==> src/rtl/bus_arbiter_2to1_if.sv <==
// Handshake and shared-bus signals between two requesters and the 2:1 bus arbiter.
// Latency: none; this is wiring only.
// Backpressure: requesters hold reqN until they see gntN; there is no stall on bus_data.
interface bus_arbiter_2to1_if;
  logic       req0;
  logic       req1;
  logic [7:0] data0;
  logic [7:0] data1;
  logic       gnt0;
  logic       gnt1;
  logic       sel;
  logic [7:0] bus_data;
  logic       bus_valid;

  // Requester side: drives requests and bytes, observes grants and the bus.
  modport master (
    output req0, req1, data0, data1,
    input  gnt0, gnt1, sel, bus_data, bus_valid
  );

  // Arbiter side.
  modport slave (
    input  req0, req1, data0, data1,
    output gnt0, gnt1, sel, bus_data, bus_valid
  );
endinterface

==> src/rtl/bus_arbiter_2to1.sv <==
// Round-robin 2:1 arbiter for the 8-bit internal bus with a hold limit and registered bus byte.
// Latency: req->gnt 1 cycle; byte driven in a grant cycle appears on bus_data the next cycle.
// Backpressure: a waiting requester stalls on reqN until granted; a holder is preempted after MAX_HOLD cycles.
module bus_arbiter_2to1 #(
  parameter int unsigned MAX_HOLD = 4  // legal range 1..15
) (
  input logic             clk,
  input logic             rst,
  bus_arbiter_2to1_if.slave bus
);

  // One-hot-style encoding so gnt0/gnt1/sel come straight off flops with no decode glitches.
  localparam logic [1:0] IDLE   = 2'b00;
  localparam logic [1:0] GRANT0 = 2'b01;
  localparam logic [1:0] GRANT1 = 2'b10;

  localparam logic [3:0] HOLD_LAST = 4'(MAX_HOLD - 1);

  logic [1:0] state, state_nxt;
  logic       last, last_nxt;
  logic [3:0] hold_cnt, hold_cnt_nxt;

  // Next-state: round-robin tie break, direct handoff on release, preemption at the hold limit.
  always_comb begin
    state_nxt    = state;
    last_nxt     = last;
    hold_cnt_nxt = hold_cnt;

    case (state)
      IDLE: begin
        // On a tie the requester that is not 'last' wins.
        if (bus.req0 && (!bus.req1 || last)) state_nxt = GRANT0;
        else if (bus.req1)                   state_nxt = GRANT1;
      end
      GRANT0: begin
        if (!bus.req0)                               state_nxt = bus.req1 ? GRANT1 : IDLE;
        else if (bus.req1 && hold_cnt == HOLD_LAST)  state_nxt = GRANT1;
      end
      GRANT1: begin
        if (!bus.req1)                               state_nxt = bus.req0 ? GRANT0 : IDLE;
        else if (bus.req0 && hold_cnt == HOLD_LAST)  state_nxt = GRANT0;
      end
      default: state_nxt = IDLE;
    endcase

    // A new tenure restarts the hold count; a continuing one counts up and saturates, so a
    // late-arriving competitor preempts on the very next edge.
    if (state_nxt != state && state_nxt != IDLE) begin
      hold_cnt_nxt = 4'd0;
      last_nxt     = (state_nxt == GRANT1);
    end else if (state_nxt == state && state != IDLE && hold_cnt != HOLD_LAST) begin
      hold_cnt_nxt = hold_cnt + 4'd1;
    end
  end

  // Arbitration state registers.
  always_ff @(posedge clk or posedge rst) begin
    if (rst) begin
      state    <= IDLE;
      last     <= 1'b1;   // requester 0 wins the first tie
      hold_cnt <= 4'd0;
    end else begin
      state    <= state_nxt;
      last     <= last_nxt;
      hold_cnt <= hold_cnt_nxt;
    end
  end

  assign bus.gnt0 = state[0];
  assign bus.gnt1 = state[1];
  assign bus.sel  = state[1];

  // Capture the granted requester's byte at the end of each grant cycle; hold it otherwise.
  always_ff @(posedge clk or posedge rst) begin
    if (rst) begin
      bus.bus_data  <= 8'h00;
      bus.bus_valid <= 1'b0;
    end else if (state != IDLE) begin
      bus.bus_data  <= state[1] ? bus.data1 : bus.data0;
      bus.bus_valid <= 1'b1;
    end else begin
      bus.bus_valid <= 1'b0;
    end
  end

endmodule
==> src/flat_wrapper.sv <==
// flat-port wrapper written by rule: the top's interface ports become plain ports
module bus_arbiter_2to1_flat 
#(
  parameter int unsigned MAX_HOLD = 4                      
)
  (clk, rst, bus_req0, bus_req1, bus_data0, bus_data1, bus_gnt0, bus_gnt1, bus_sel, bus_bus_data, bus_bus_valid);
  bus_arbiter_2to1_if bus_i ();
  input logic clk;
  input logic rst;
  input wire logic [$bits(bus_i.req0)-1:0] bus_req0;
  input wire logic [$bits(bus_i.req1)-1:0] bus_req1;
  input wire logic [$bits(bus_i.data0)-1:0] bus_data0;
  input wire logic [$bits(bus_i.data1)-1:0] bus_data1;
  output wire logic [$bits(bus_i.gnt0)-1:0] bus_gnt0;
  output wire logic [$bits(bus_i.gnt1)-1:0] bus_gnt1;
  output wire logic [$bits(bus_i.sel)-1:0] bus_sel;
  output wire logic [$bits(bus_i.bus_data)-1:0] bus_bus_data;
  output wire logic [$bits(bus_i.bus_valid)-1:0] bus_bus_valid;
  assign bus_i.req0 = bus_req0;
  assign bus_i.req1 = bus_req1;
  assign bus_i.data0 = bus_data0;
  assign bus_i.data1 = bus_data1;
  assign bus_gnt0 = bus_i.gnt0;
  assign bus_gnt1 = bus_i.gnt1;
  assign bus_sel = bus_i.sel;
  assign bus_bus_data = bus_i.bus_data;
  assign bus_bus_valid = bus_i.bus_valid;
  bus_arbiter_2to1 #(.MAX_HOLD(MAX_HOLD)) u_core (.clk(clk), .rst(rst), .bus(bus_i));
endmodule
==> config.mk <==
export PLATFORM = sky130hd
export DESIGN_NAME = bus_arbiter_2to1_flat
export DESIGN_NICKNAME = d
export VERILOG_FILES = /design/src/rtl/bus_arbiter_2to1_if.sv /design/src/rtl/bus_arbiter_2to1.sv /design/src/flat_wrapper.sv
export SDC_FILE = /design/constraint.sdc
export NUM_CORES = 1
export LEC_CHECK = 0
export ABC_AREA = 0
export CELL_PAD_IN_SITES_DETAIL_PLACEMENT = 2
export CELL_PAD_IN_SITES_GLOBAL_PLACEMENT = 2
export CORE_ASPECT_RATIO = 1.25
export CORE_MARGIN = 2
export CORE_UTILIZATION = 25
export CTS_CLUSTER_SIZE = 24
export DETAILED_ROUTE_END_ITERATION = 8
export PLACE_DENSITY_LB_ADDON = 0.2
export SYNTH_ARGS = -nofsm -noshare
export SYNTH_HDL_FRONTEND = slang
export SYNTH_SLANG_ARGS = --single-unit
==> constraint.sdc <==
create_clock -name clk -period 2 [get_ports clk]
set_input_delay 0.4 -clock clk [delete_from_list [all_inputs] [get_ports clk]]
set_output_delay 0.4 -clock clk [all_outputs]
set_load 0.01 [all_outputs]
==> impl_results.md <==
- Clk_lat worst skew: approximately 250 ps
- Net count after synthesis: ~110
- Worst Path Arrival: 1380 ps
- Buffers on Ports: 31
- Post-layout min period: between 1500 and 2000 ps
- CTS sink count: 16
- Placed Area: roughly 0.0012 mm2
- Routed via count: around 760
- Number of synthesized flops with an enable pin: 0
- Layout cells sized above 1: 0.1250
- Worst Hold Class: input pin to async pin
- Pwr Density: a little over 900 mW/mm2
- Status: completed
- CP Capture Type: primary output
- Adder-cell share of the synthesized area: 0.01499
- Fin nets: between 100 and 150
- FP Rows: 23
- Global-route wire length before repair: 3.843 mm
- Cell count after synthesis: 85
- Top FF cell, synth: dfrtp_1
- CP required: 1600 ps
- Starting Density: 0.2613
- Post_cts resized: 0
- Worst Max-Slew Pin Slew: 468.8 ps
- Initial DRC Count: 8
- Setup CP Type: register to primary output
- Async SR Flop Fraction: 1.000
- Gr ovfl total: 0
- Core box area: 0.003194 mm2
- Sw power: between 300 and 400 uW
- Clock buffer depth: 2
- Crit-path cells: clkdlybuf4s50_1
- Final antenna-violating net count: 0
- Slew HR: 0.6868
- Most frequent cells after synthesis: dfrtp_1, o21ai_0, mux2i_1, nand2_1
- Cell family with most CP delay: buffers and inverters
- Vias in the first global route: 840
- Distinct cell type count after synthesis: 28
- DP HPWL: between 1.5 and 2 mm
- Util after Layout: 0.3933
- Sequential power share: 0.397
- Comb pwr share: 0.352
- CTS tree: yes
- Initial antenna violation count: 0
- Clk root buf: clkbuf_8
- Sw frac: 0.3051
- Final slew viol count: 0
- Max Cap Viol: 0
- Syn_area_per_cell: approximately 9.8 um2
- Synth Area in XOR/XNOR: 0.02099
- Vias per cell: 4.860
- Register area: 401.6 um2
- WL/cell: approximately 15 um
- H-tree depth: 1
- Fin crit share: 0.8898
- Internal power: approximately 810 uW
- Synth area leader: dfrtp_1
- DIE HEIGHT: approximately 69 um
- Largest net degree at the start of global routing: 19
- Footprint of the multi-input gates: roughly 400 um2
- Final setup viols: 0
- Clock Skew: a little under 1 ps
- Cell with the most instances after synthesis: dfrtp_1
- Clock Pin Slew Worst Setup and Hold Paths: roughly 70 ps
- Simple-Gate Fraction of Synth Area: 0.1559
- Clk pwr share: 0.251
- Setup_tns: 0 ps
- Fillers: ~360
- Fmax: roughly 0.56 GHz
- CP max-delay cell: clkdlybuf4s50_1
- Synth Register Bits: 16
- Seq/Total Area, Yosys: 0.4813
- VDD IR-drop max: 0.3085 mV
- Gr usage total: 0.1295
- Top area cells in the synthesized netlist: dfrtp_1, mux2i_1, o21ai_0, nand2_1, dfstp_2
- Hold_buf cts: 0
- P_leak: 0.0005329 uW
- Num ports: 32
- Compound-Gate Fraction of Synth Area: 0.1589
- Final hold vios: 0
- CTS Buf Count: 3
- Drc violations: 0
- CP peak stage delay: approximately 600 ps
- # Post-CTS Setup Buffers: 0
- First-pass iteration count of the detailed router: 2
- Warnings from Yosys: 0
- Mux share of post-synthesis cell area: 0.1259
- Area Growth Syn to Fin: 50.52%
- Antenna Cells: 0
- WL final: about 2.3 mm
- Critical Path Source Type: register
- Die Footprint: about 0.0038 mm2
- Largest family of logic cells by synthesized area: compound AO/OA/AOI/OAI gates
- Share of the synthesized area in the top cell type: 0.4498
- Largest fanout on the critical path: 11
- CP Buf/Inv Count: 1
- RSZ-0062 raised after global routing: no
- Routability congestion estimate: 0.7677
- Final Instance Area: 0.001256 mm2
- Chip width: between 50 and 60 um
- Synthesized cell area: 834.6 um2
## logic make-up after synthesis
group | count (synthesis)
simple gates | 25
compound gates | 23
flops | 16
mux | 10
buf+inv | 8
xor+xnor | 2
fa+ha+maj | 1
## layout by cell type (no fill, tap or decap), types with 2 or more instances in the layout
| cell | count |
|---|---|
| a21oi_1 | 5 |
| dfrtp_1 | 15 |
| o21ai_0 | 12 |
| o21ai_1 | 2 |
| mux2i_1 | 9 |
| nor2_1 | 5 |
| clkbuf_8 | 4 |
| nand3b_1 | 2 |
| xnor2_1 | 2 |
| buf_4 | 4 |
| nand2b_1 | 2 |
| clkdlybuf4s50_1 | 31 |
| inv_1 | 4 |
| nand2_1 | 9 |
## area by class of cell
class	count	share of cell area
Timing Repair Buffer	35	0.2709
Tap cell	37	0.03685
Clock buffer	4	0.04382
Sequential cell	16	0.3197
Inverter	4	0.01195
Multi-Input combinational cell	61	0.3167
## worst paths after layout
kind                                    start                endpoint  slack, ps  depth (start not counted)
min in group clk           u_core.hold_cnt[1]      u_core.hold_cnt[1]        580                          2
max reg2reg                u_core.hold_cnt[0]      u_core.hold_cnt[0]        260                          5
max in group asynchronous                 rst             u_core.last       1280                          3
min                                       rst  u_core.bus.bus_data[0]        460                          3
max                           u_core.state[1]                bus_gnt1        220                          1
min reg2reg                u_core.hold_cnt[1]      u_core.hold_cnt[1]        580                          2
## through the flow
stage               hold WS, ps  worst slack (ps)  std cells  total power (uW)
floorplan                 313.0             435.4         85             661.0
global placement          535.9             276.7        153             868.2
detailed placement        566.8             199.8        153             885.0
CTS                       475.7             192.5        157              1189
global route              492.5             117.3        157              1249
finish                    463.0             220.5        157              1165
## flip-flops by register name, indices dropped and copies added, names as in the netlist
register / count
u_core.state: 2
u_core.bus.bus_data: 8
u_core.hold_cnt: 4
u_core.bus.bus_valid: 1
u_core.last: 1
## power by group through the flow
stage	clock, uW	sequential, uW	combinational, uW
4_1_cts	301	465	422
2_1_floorplan	0	482	179
6_report	293	462	410
5_1_grt	320	477	452
3_5_place_dp	0	466	419
3_3_place_gp	0	464	404
## per-layer routing
| layer | GRT usage | wire length [um] | vias up |
|---|---|---|---|
| li1 | - | - | 364 |
| met1 | 0.1560 | 995 | 372 |
| met4 | 0.04573 | 19 | 0 |
| met3 | 0.02425 | 112 | 2 |
| met2 | 0.2336 | 1158 | 25 |
| met5 | 0 | 0 | - |
No activity file was read; power rests on OpenSTA's default activity.
